$ cat config.mk
export PLATFORM = sky130hd
export DESIGN_NAME = omp_detect_ctrl
export DESIGN_NICKNAME = d
export VERILOG_FILES = /design/src/rtl/omp_pkg.sv /design/src/rtl/omp_lane_bank.sv /design/src/rtl/omp_detect_ctrl.sv
export SDC_FILE = /design/constraint.sdc
export NUM_CORES = 1
export LEC_CHECK = 0
export ABC_AREA = 1
export CAP_MARGIN = 20
export CORE_MARGIN = 2
export CORE_UTILIZATION = 50
export CTS_BUF_LIST = sky130_fd_sc_hd__clkbuf_2
export DETAILED_ROUTE_END_ITERATION = 12
export GPL_ROUTABILITY_DRIVEN = 0
export PLACE_DENSITY = 0.79
export SKIP_CTS_REPAIR_TIMING = 1
export SYNTH_ARGS = -nofsm -noshare
export SYNTH_HDL_FRONTEND = slang
export SYNTH_SLANG_ARGS = --single-unit
$ cat constraint.sdc
create_clock -name clk -period 5.4 [get_ports clk]
set_input_delay 0.54 -clock clk [delete_from_list [all_inputs] [get_ports clk]]
set_output_delay 0.54 -clock clk [all_outputs]
set_load 0.005 [all_outputs]
$ cat src/rtl/omp_pkg.sv
// Shared constants, controller states and lane packing for the OMP detect path.
// The detector and the least-squares stage use the same lane-0-at-MSB packing.
package omp_pkg;

   localparam int unsigned N     = 24;
   localparam int unsigned W     = 16;
   localparam int unsigned IW    = 6;
   localparam int unsigned K_MAX = 8;

   typedef enum logic [2:0] {
      StIdle,
      StLoad,
      StSettle,
      StEmit,
      StFin
   } omp_state_e;

   // Lane 0 occupies the most significant W bits of the packed vector.
   function automatic int unsigned lane_lsb(input int unsigned lane);
      return N * W - W * (lane + 1);
   endfunction

endpackage

$ cat src/rtl/omp_lane_bank.sv
// N x W correlation register file with a serial write port and a lane mask.
// Masked lanes read as zero on the packed detector vector.
module omp_lane_bank
   import omp_pkg::*;
(
   input  logic            clk,
   input  logic            rst_n,
   input  logic            clear_i,
   input  logic            wr_en_i,
   input  logic [IW-1:0]   wr_lane_i,
   input  logic [W-1:0]    wr_data_i,
   input  logic            mask_set_i,
   input  logic [IW-1:0]   mask_lane_i,
   output logic [N-1:0]    mask_o,
   output logic [N*W-1:0]  det_x_o
);

   logic [N-1:0][W-1:0] lane_q, lane_d;
   logic [N-1:0]        mask_q, mask_d;

   // Out-of-range lane numbers match no entry and leave the bank untouched.
   always_comb begin
      lane_d = lane_q;
      mask_d = mask_q;
      if (clear_i) begin
         mask_d = '0;
      end
      for (int unsigned i = 0; i < N; i++) begin
         if (wr_en_i && (wr_lane_i == IW'(i))) begin
            lane_d[i] = wr_data_i;
         end
         if (mask_set_i && (mask_lane_i == IW'(i))) begin
            mask_d[i] = 1'b1;
         end
      end
   end

   always_ff @(posedge clk or negedge rst_n) begin
      if (!rst_n) begin
         lane_q <= '0;
         mask_q <= '0;
      end else begin
         lane_q <= lane_d;
         mask_q <= mask_d;
      end
   end

   always_comb begin
      det_x_o = '0;
      for (int unsigned i = 0; i < N; i++) begin
         if (!mask_q[i]) begin
            det_x_o[lane_lsb(i) +: W] = lane_q[i];
         end
      end
   end

   assign mask_o = mask_q;

endmodule

$ cat src/rtl/omp_detect_ctrl.sv
// Sequencing controller around the combinational correlation-peak detector:
// loads a vector, picks K peaks one at a time, streams the support set out.
module omp_detect_ctrl
   import omp_pkg::*;
(
   input  logic            clk,
   input  logic            rst_n,
   input  logic            start,
   input  logic [IW-1:0]   k_cfg,
   input  logic            s_valid,
   output logic            s_ready,
   input  logic [W-1:0]    s_data,
   output logic [N*W-1:0]  det_x,
   input  logic [IW-1:0]   det_pos,
   output logic            m_valid,
   input  logic            m_ready,
   output logic [IW-1:0]   m_idx,
   output logic [IW-1:0]   m_iter,
   output logic            done,
   output logic            err
);

   omp_state_e    state_q, state_d;
   logic [IW-1:0] cnt_q, cnt_d;
   logic [IW-1:0] iter_q, iter_d;
   logic [IW-1:0] k_eff_q, k_eff_d;
   logic [IW-1:0] pos_q, pos_d;
   logic          err_q, err_d;

   logic          bank_clear;
   logic          bank_wr;
   logic          mask_set;
   logic [N-1:0]  mask;
   logic          det_masked;

   omp_lane_bank u_bank (
      .clk         (clk),
      .rst_n       (rst_n),
      .clear_i     (bank_clear),
      .wr_en_i     (bank_wr),
      .wr_lane_i   (cnt_q),
      .wr_data_i   (s_data),
      .mask_set_i  (mask_set),
      .mask_lane_i (pos_q),
      .mask_o      (mask),
      .det_x_o     (det_x)
   );

   always_comb begin
      det_masked = 1'b0;
      for (int unsigned i = 0; i < N; i++) begin
         if (det_pos == IW'(i)) begin
            det_masked = mask[i];
         end
      end
   end

   always_comb begin
      state_d    = state_q;
      cnt_d      = cnt_q;
      iter_d     = iter_q;
      k_eff_d    = k_eff_q;
      pos_d      = pos_q;
      err_d      = err_q;
      bank_clear = 1'b0;
      bank_wr    = 1'b0;
      mask_set   = 1'b0;
      s_ready    = 1'b0;
      m_valid    = 1'b0;
      done       = 1'b0;
      unique case (state_q)
         StIdle: begin
            if (start) begin
               k_eff_d    = (k_cfg > IW'(K_MAX)) ? IW'(K_MAX) : k_cfg;
               cnt_d      = '0;
               iter_d     = '0;
               err_d      = 1'b0;
               bank_clear = 1'b1;
               state_d    = StLoad;
            end
         end
         StLoad: begin
            s_ready = 1'b1;
            if (s_valid) begin
               bank_wr = 1'b1;
               cnt_d   = cnt_q + IW'(1);
               if (cnt_q == IW'(N - 1)) begin
                  state_d = (k_eff_q == '0) ? StFin : StSettle;
               end
            end
         end
         StSettle: begin
            pos_d = det_pos;
            // A bad index is still emitted; only the error flag records it.
            if ((det_pos >= IW'(N)) || det_masked) begin
               err_d = 1'b1;
            end
            state_d = StEmit;
         end
         StEmit: begin
            m_valid = 1'b1;
            if (m_ready) begin
               mask_set = 1'b1;
               iter_d   = iter_q + IW'(1);
               state_d  = (iter_q + IW'(1) == k_eff_q) ? StFin : StSettle;
            end
         end
         StFin: begin
            done    = 1'b1;
            state_d = StIdle;
         end
         default: state_d = StIdle;
      endcase
   end

   always_ff @(posedge clk or negedge rst_n) begin
      if (!rst_n) begin
         state_q <= StIdle;
         cnt_q   <= '0;
         iter_q  <= '0;
         k_eff_q <= '0;
         pos_q   <= '0;
         err_q   <= 1'b0;
      end else begin
         state_q <= state_d;
         cnt_q   <= cnt_d;
         iter_q  <= iter_d;
         k_eff_q <= k_eff_d;
         pos_q   <= pos_d;
         err_q   <= err_d;
      end
   end

   assign m_idx  = pos_q;
   assign m_iter = iter_q;
   assign err    = err_q;

endmodule

### Word level (Yosys, flattened, before mapping)

Cells that the tools add are included.

* register bits: 436
* logic and storage cells: 321

* muxes and demuxes: 98
* order comparisons: 2
* add/sub/neg operators: 2
* eq/ne operators: 79
* reduce and logical (&&, ||, !) cells: 86

Operators by type and width (count)
* $mux 16: 24
* $eq 6x4->1 const B: 24
* $eq 6x5->1 const B: 24
* $eq 6x3->1 const B: 12
* $mux 1: 59
* $reduce_bool 2->1: 27
* $logic_and 1x1->1: 48
* $eq 6x2->1 const B: 6
* $logic_not 6->1: 4
* $mux 24: 1
* $mux 6: 4
* $pmux 6 s2: 2
* $eq 6x1->1 const B: 3
* $mux 3: 6
* $add 6x1->6 const B: 2
* $pmux 3 s4: 1
* $ne 2x2->1 const B: 5
* $reduce_and 3->1: 3
* $eq 3x2->1 const B: 2
* $eq 6x6->1: 1
* $ge 6x5->1 const B: 1
* $gt 6x4->1 const B: 1
* $reduce_and 4->1: 1
* $eq 3x1->1 const B: 1
* 5 further kinds: 5

### Logic depth before layout (Yosys ltp)

Gate-level depths: netlist of the first run.

* word-level depth: 28
* gate-level depth with buffers: 19

### Hierarchy

From an unflattened synthesis of the first run, not the netlist that was laid out.

* cells, all modules: 2928
* area total of the unflattened synthesis: 21081.5 µm²

Modules (own cells, without submodules)
* omp_lane_bank: area an instance 19230.9 µm², instances 1, cells an instance 2673, sequential area each 10209.8 µm²
* omp_detect_ctrl: area an instance 1850.5 µm², instances 1, cells an instance 255, sequential area each 700.7 µm²

### Worst setup path before layout of the first run

OpenSTA, ideal clock, no wires.

* path type: input-to-reg
* start: in det_pos[4]
* end: reg err_q, in the netlist err
* library setup time: 0.116 ns
* data required time: 5.284 ns
* path slack: 3.541 ns
* stages: 18
* data arrival time: 1.742 ns
* cells stage by stage: nor2_2 inv_1 nor2_1 nand3_1 nand2_1 inv_1 nand4_1 nand2_1 nand4_1 nand2_1 nand4_1 nand2_1 nand4_1 nand2_1 nand4_2 nand2_1 nand2_1 nand2_1

* longest elaborated chain between the ends: 28
* elaborated cells between the ends (all ways): 52
* classes of those cells: order compare (1); eq/ne (24); mux (24); reduce/logical (3)

RTL lines
* start, declared: line omp_detect_ctrl.sv:14 `input logic [IW-1:0] det_pos,`
* $logic_not 6->1: line omp_detect_ctrl.sv:52 `if (det_pos == IW'(i)) begin`
* $mux 1 (24 in a row): line omp_detect_ctrl.sv:52
* $logic_or 1x1->1 *: line omp_detect_ctrl.sv:95 `if ((det_pos >= IW'(N)) || det_masked) begin`
* $ne 2x2->1 (no line) *
* $reduce_and 3->1 (no line) *
* end signal, assigned: line omp_detect_ctrl.sv:130 `err_q <= err_d;`
* end, declared: line omp_detect_ctrl.sv:28 `logic err_q, err_d;`

Mark *: on every way between the ends. The rest lies on a longest branch, timed or not.
A chain may end at the register's enable or synchronous reset.

### Final worst setup path of the first run

* start: reg u_bank.mask_q[2], in the netlist u_bank.mask_o[2]
* end: out det_x[343]

* longest elaborated chain between the ends: 1

RTL lines
* start, declared: line omp_lane_bank.sv:19 `logic [N-1:0] mask_q, mask_d;`
* start signal, assigned: line omp_lane_bank.sv:44 `mask_q <= mask_d;`
* $mux 16: line omp_lane_bank.sv:51 `if (!mask_q[i]) begin`
* end, declared: line omp_detect_ctrl.sv:13 `output logic [N*W-1:0] det_x,`

No other way between the ends.

==> reports/results.tsv, run 1 <==
stage	metric	value	unit
sta	Final min period	3.15	ns
die	num ports	433	
global_routing	first-pass GRT wire length	94700	um
routing	Post-DRT Antenna Nets	0	
die	# rows	72	
pwr	switch share	0.363	
finish	Non-Filler Instances	3471	
sta	final setup skew	0.0621	ns
pwr	Comb power frac	0.385	
logic_synthesis	post-synth net total	2501	
logic_synthesis	Main synth FF type	dfrtp_1	
critical_path	kind of end point of the critical path	primary output	
logic_synthesis	post-synthesis sequential area ratio	0.556	
finish	Layout area overhead	28.3	%
pwr	cell area power density	453	mW/mm^2
logic_synthesis	Synth async-reset ratio	1.00	
die	Initial Utilization	0.507	
clock_tree	Clock Pin Slew Worst Setup and Hold Paths	0.11	ns
routing	routed wl met2	27600	um
pwr	maximum vdd drop	0.359	mV
sta	Final Max Tran Viols	0	
pwr	Leak	12.1	nW
global_routing	largest net degree at the start of global routing	135	
critical_path	critical path peak fanout	17	
clock_tree	TritonCTS buffer count	108	
sta	RSZ-0062 raised after global routing	false	
routing	drt wl/cell	17.7	um
routing	metal1 wirelength	25600	um
routing	Vias	17700	
die	core area	0.0386	sq mm
logic_synthesis	Post-Synthesis Cell Area	0.0196	sq mm
routing	first-pass iteration count of the detailed router	7	
clock_tree	CTS root buf	clkbuf_2	
critical_path	Setup crit start kind	flop	
placement	DP Cell Count	3275	
critical_path	data arrival time of the critical path	2.61	ns
routing	DRC Markers	0	
routing	detail-routed via count per cell	5.11	
sta	Slew Limit Headroom	0.248	
sta	setup TNS	0	ns
critical_path	r2r endpoint	cnt_q[5]	
pwr	P_sw	4.13	mW
global_routing	initial antenna violation count	5	
critical_path	R2R cell count	12	
logic_synthesis	Post-synth EDFFs	0	
sta	# setup viols final	0	
finish	most frequent cells in the layout	nand2_1, inv_1, dfrtp_1	
logic_synthesis	post-synth cell types	39	
min_path	Worst Hold Class	in2async	
routing	uppermost routed layer	met5	
critical_path	r2r setup slk	2.70	ns
clock_tree	clk buf depth	3	
clock_tree	CTS tree	built	
global_routing	GRT Util Overall	0.299	
clock_tree	clk_lat worst skew	1.03	ns
routing	met3 wire length	5400	um
logic_synthesis	Syn Area/Cell	7.96	sq um
outcome	outcome	finished clean	
die	Die ar.	0.0408	sq mm
clock_tree	clk sinks	436	
critical_path	critical path class	reg2out	
finish	ratio of cells with drive above 1 in the final layout	0.0736	
pwr	Internal	7.27	mW
sta	Fmax	0.318	GHz
placement	Post-DP HPWL	40700	um
routing	final wirelength	61300	um
sta	worst slew pin tran	1.13	ns
die	die height	202	um
global_routing	vias in the first global route	17300	
logic_synthesis	Synth Register Bits	436	
finish	Final nets	2910	
routing	initial drt markers	1619	
global_routing	remaining global-route overflow	0	
pwr	Seq pwr share	0.428	
logic_synthesis	Yosys top cell area share	0.556	
die	Die Width	202	um
placement	I/O Buffers	432	
logic_synthesis	largest cells by area after synthesis	dfrtp_1, o21ai_0, nand2_1, inv_1, nor2_1	
sta	Tcrit/Tclk final	0.583	
logic_synthesis	top cell type by total area after synthesis	dfrtp_1	
critical_path	required time worst endpoint	4.86	ns
logic_synthesis	synth warn	0	
pwr	Clk network pwr share	0.187	
critical_path	reg2reg start	state_q[2]	
finish	most common cell after layout, fill and taps aside	nand2_1	
sta	Hold Vio Cnt, Final	0	
clock_tree	H-tree levels	3	
logic_synthesis	Mapped Cells	2463	
job	maxcap violations	0	
[layout make-up]
cell class	instances	area, sq um
antenna	4	10.0
clock buffer	151	756
clock inverter	36	168
fill	3241	13500
inverter	455	1710
multi-input combinational	1414	6350
sequential	436	10900
tap	518	648
timing repair buffer	457	4610
[sequential cells by signal, summed over array words and instances, names as in the netlist]
register and cells:
m_iter 6, err 1, state_q 3, u_bank.lane_q 384, cnt_q 6, k_eff_q 6
u_bank.mask_o 24, m_idx 6
[kinds of logic after synthesis]
family | after synthesis | synth area share
compound gates | 440 | 0.118
xor+xnor | 9 | 0.00402
fa+ha+maj | 5 | 0.00319
buf+inv | 613 | 0.120
flops | 436 | 0.556
simple gates | 960 | 0.198
[worst max-delay path by stage]
stage | start | end | slack [ns] | cells after the start
3_3_place_gp | start | cnt_q[5] | 2.49 | 10
5_1_grt | u_bank.mask_o[2] | det_x[343] | 2.11 | 2
4_1_cts | u_bank.mask_o[2] | det_x[343] | 2.14 | 2
2_1_floorplan | det_pos[4] | err | 3.54 | 18
3_5_place_dp | s_valid | u_bank.lane_q[38] | 2.43 | 5
6_report | u_bank.mask_o[2] | det_x[343] | 2.25 | 2
[through the flow]
stage               hold slack, ns  utilization  worst slack [ns]  instance area (sq um)  total power, mW
finish                       0.148        0.651              2.25                  25200             11.4
global route                0.0941        0.651              2.11                  25200             12.2
CTS                         -0.494        0.649              2.14                  25100             11.4
floorplan                    0.244            -              3.54                  19600             6.62
global placement             0.451        0.624              2.49                  24100             9.11
detailed placement           0.452        0.625              2.43                  24200             9.27
[critical path, stage by stage (launching register included)]
cell,delay [ns]
dfrtp_1,0.62
nor2_1,0.41
clkdlybuf4s50_1,0.58
[per-layer routing]
layer,global-route usage,vias up
met5,0,-
met4,0.145,2
met3,0.0627,167
met2,0.462,919
met1,0.406,8317
li1,-,8316
[cells in the mapped netlist (7+ instances only)]
library cell	number
a21oi_1	8
xor2_1	8
buf_1	13
o21ai_0	345
nor2_2	7
nand4_1	16
a32o_1	13
buf_2	35
nand3_1	28
nor3_1	9
o21ai_1	56
clkbuf_1	109
nor2_1	420
nand3_2	8
nand2_1	457
inv_1	448
dfrtp_1	436
[power by group through the flow]
stage	clock network (mW)	logic [mW]	registers, mW
after floorplan	0	1.98	4.64
after global placement	0	4.25	4.86
after detailed placement	0	4.37	4.90
after CTS	2.18	4.40	4.86
after global routing	2.35	4.85	4.99
final	2.13	4.40	4.88
Power figures use the tool's default switching activity.
==> inputs of run 2 (changes only) <==
--- a/config.mk
+++ b/config.mk
@@ -8,11 +8,11 @@
 export ABC_AREA = 1
 export CAP_MARGIN = 20
 export CORE_MARGIN = 2
-export CORE_UTILIZATION = 50
+export CORE_UTILIZATION = 48
 export CTS_BUF_LIST = sky130_fd_sc_hd__clkbuf_2
 export DETAILED_ROUTE_END_ITERATION = 12
 export GPL_ROUTABILITY_DRIVEN = 0
-export PLACE_DENSITY = 0.79
+export PLACE_DENSITY = 0.8
 export SKIP_CTS_REPAIR_TIMING = 1
 export SYNTH_ARGS = -nofsm -noshare
 export SYNTH_HDL_FRONTEND = slang
==> constraint.sdc (replaced) <==
create_clock -name clk -period 2.6 [get_ports clk]
set_input_delay 0.26 -clock clk [delete_from_list [all_inputs] [get_ports clk]]
set_output_delay 0.26 -clock clk [all_outputs]
set_load 0.005 [all_outputs]
==> reports/results.tsv, run 2 (same netlist as run 1, synthesis figures left out) <==
stage	metric	value	unit	change
outcome	outcome	finished clean		unchanged
die	die height	206	um	was 202 um
critical_path	Setup crit start kind	flop		unchanged
sta	worst hold slack	0.0531	ns	was 0.148 ns
sta	Hold Vio Cnt, Final	0		unchanged
critical_path	critical path class	reg2out		unchanged
finish	footprint of the multi-input gates	0.00663	sq mm	was 0.00635 sq mm
clock_tree	clk buf depth	3		unchanged
critical_path	data arrival time of the critical path	2.28	ns	was 2.61 ns
global_routing	first-pass GRT wire length	95700	um	was 94700 um
clock_tree	TritonCTS buffer count	109		was 108
critical_path	required time worst endpoint	2.34	ns	was 4.86 ns
critical_path	kind of end point of the critical path	primary output		unchanged
global_routing	initial antenna violation count	6		was 5
die	Die ar.	0.0425	sq mm	was 0.0408 sq mm
global_routing	vias in the first global route	17600		was 17300
routing	first-pass iteration count of the detailed router	7		unchanged
global_routing	GRT Util Overall	0.294		was 0.299
pwr	cell area power density	873	mW/mm^2	was 453 mW/mm^2
sta	RSZ-0062 raised after global routing	true		was false
placement	I/O Buffers	432		unchanged
min_path	Worst Hold Class	in2reg		was in2async
pwr	Leak	18.8	nW	was 12.1 nW
routing	DRC Markers	0		unchanged
die	Initial Utilization	0.484		was 0.507
routing	initial drt markers	1932		was 1619
clock_tree	CTS root buf	clkbuf_2		unchanged
finish	Largest Register	u_bank.lane_q		unchanged
finish	Layout fillers	3099		was 3241
finish	Largest register FFs	384		unchanged
sta	Final min period	2.54	ns	
critical_path	CP startpoint	u_bank.mask_o[9]		was u_bank.mask_o[2]
sta	# setup viols final	0		unchanged
die	# rows	74		was 72
die	Die Width	206	um	was 202 um
finish	Reg area	0.0110	sq mm	was 0.0109 sq mm
finish	ratio of cells with drive above 1 in the final layout	0.135		was 0.0736
routing	drt wl/cell	19.2	um	was 17.7 um
finish	most common cell after layout, fill and taps aside	nand2_1		unchanged
sta	Final Max Tran Viols	0		unchanged
pwr	maximum vdd drop	0.606	mV	was 0.359 mV
global_routing	remaining global-route overflow	0		unchanged
min_path	Min-Delay Startpoint	det_pos[0]		
clock_tree	clk sinks	436		unchanged
min_path	hold path depth	3		
routing	final wirelength	68700	um	was 61300 um
clock_tree	H-tree levels	3		unchanged
global_routing	largest net degree at the start of global routing	79		was 135
placement	placed instance area	0.0244	sq mm	was 0.0242 sq mm
sta	worst slew pin tran	0.713	ns	was 1.13 ns
critical_path	reg2reg start	state_q[1]		was state_q[2]
job	maxcap violations	0		unchanged
clock_tree	Clock Pin Slew Worst Setup and Hold Paths	0.10	ns	was 0.11 ns
sta	Slew Limit Headroom	0.523		was 0.248
die	core area	0.0406	sq mm	was 0.0386 sq mm
sta	Fmax	0.393	GHz	
finish	Final nets	3020		was 2910
routing	detail-routed via count per cell	5.25		was 5.11
sta	Tcrit/Tclk final	0.979		
critical_path	critical path peak fanout	3		was 17
finish	most frequent cells in the layout	nand2_1, inv_1, dfrtp_1		unchanged
die	num ports	433		unchanged
critical_path	R2R cell count	9		was 12
sta	final setup skew	0.126	ns	was 0.0621 ns
pwr	overall power	24.1	mW	was 11.4 mW
clock_tree	clk_lat worst skew	1.07	ns	was 1.03 ns
routing	Vias	18800		was 17700
placement	Post-DP HPWL	41300	um	was 40700 um
finish	Layout area overhead	40.7	%	was 28.3%
clock_tree	CTS tree	built		unchanged
routing	Post-DRT Antenna Nets	0		unchanged
finish	cell area after layout	0.0276	sq mm	was 0.0252 sq mm
run 2: cell types whose count changed in the layout (fill, tap and decap cells not counted), moves of 15 or more:
| cell | before | now |
|---|---|---|
| clkdlybuf4s50_1 | 431 | 70 |
| dfrtp_1 | 436 | 413 |
| buf_4 | 15 | 78 |
| buf_12 | 2 | 24 |
| nor2_2 | 7 | 67 |
| dlymetal6s2s_1 | 0 | 360 |
| dfrtp_4 | 0 | 19 |
| nor2_1 | 420 | 343 |
| dlygate4sd3_1 | 1 | 16 |
| nor2_4 | 6 | 23 |
run 2: worst paths after layout:
check / end / slack (ns)
setup / recovery: det_x[239] / 0.06
hold / removal: m_idx[0] / 0.05
setup reg to reg: k_eff_q[2] / 0.40
hold reg to reg: k_eff_q[4] / 0.48
max in group asynchronous: u_bank.lane_q[248] / 1.63
min in group asynchronous: u_bank.lane_q[128] / 0.45
run 2: power breakdown:
group          internal (mW)  leakage, nW  total, mW  switching (mW)
clock network           1.75        0.701       4.56            2.81
registers               8.72         5.86       9.97            1.25
logic                   4.64         12.2       9.54            4.90
total                   15.1         18.8       24.1            8.96
run 2: layer usage:
layer	vias to the layer above	wire length, um	GRT usage
li1	8532	-	-
met1	8982	27300	0.393
met2	1095	32300	0.470
met3	217	6300	0.0588
met4	0	2790	0.124
met5	-	0	0
run 2: cell type report:
class,instances,area share
clock buffer,151,0.0274
multi-input combinational,1414,0.240
inverter,455,0.0620
timing repair buffer,566,0.241
clock inverter,28,0.00621
sequential,436,0.398
tap,532,0.0241
antenna,6,0.000544
run 2: through the flow:
| stage | utilization | instances | setup TNS, ns | setup WS, ns |
|---|---|---|---|---|
| global placement | 0.603 | 3326 | 0 | 0.312 |
| CTS | 0.626 | 3505 | -70.19 | -0.445 |
| detailed placement | 0.603 | 3326 | 0 | 0.216 |
| floorplan | - | 2463 | 0 | 0.831 |
| global route | 0.680 | 3586 | -0.0368 | -0.0211 |
| finish | 0.680 | 3588 | 0 | 0.0552 |
run 2: critical path, stage by stage (launching register included):
cell             delay [ns]
dfrtp_2                0.43
buf_4                  0.15
nor2_1                 0.18
clkdlybuf4s50_1        0.53
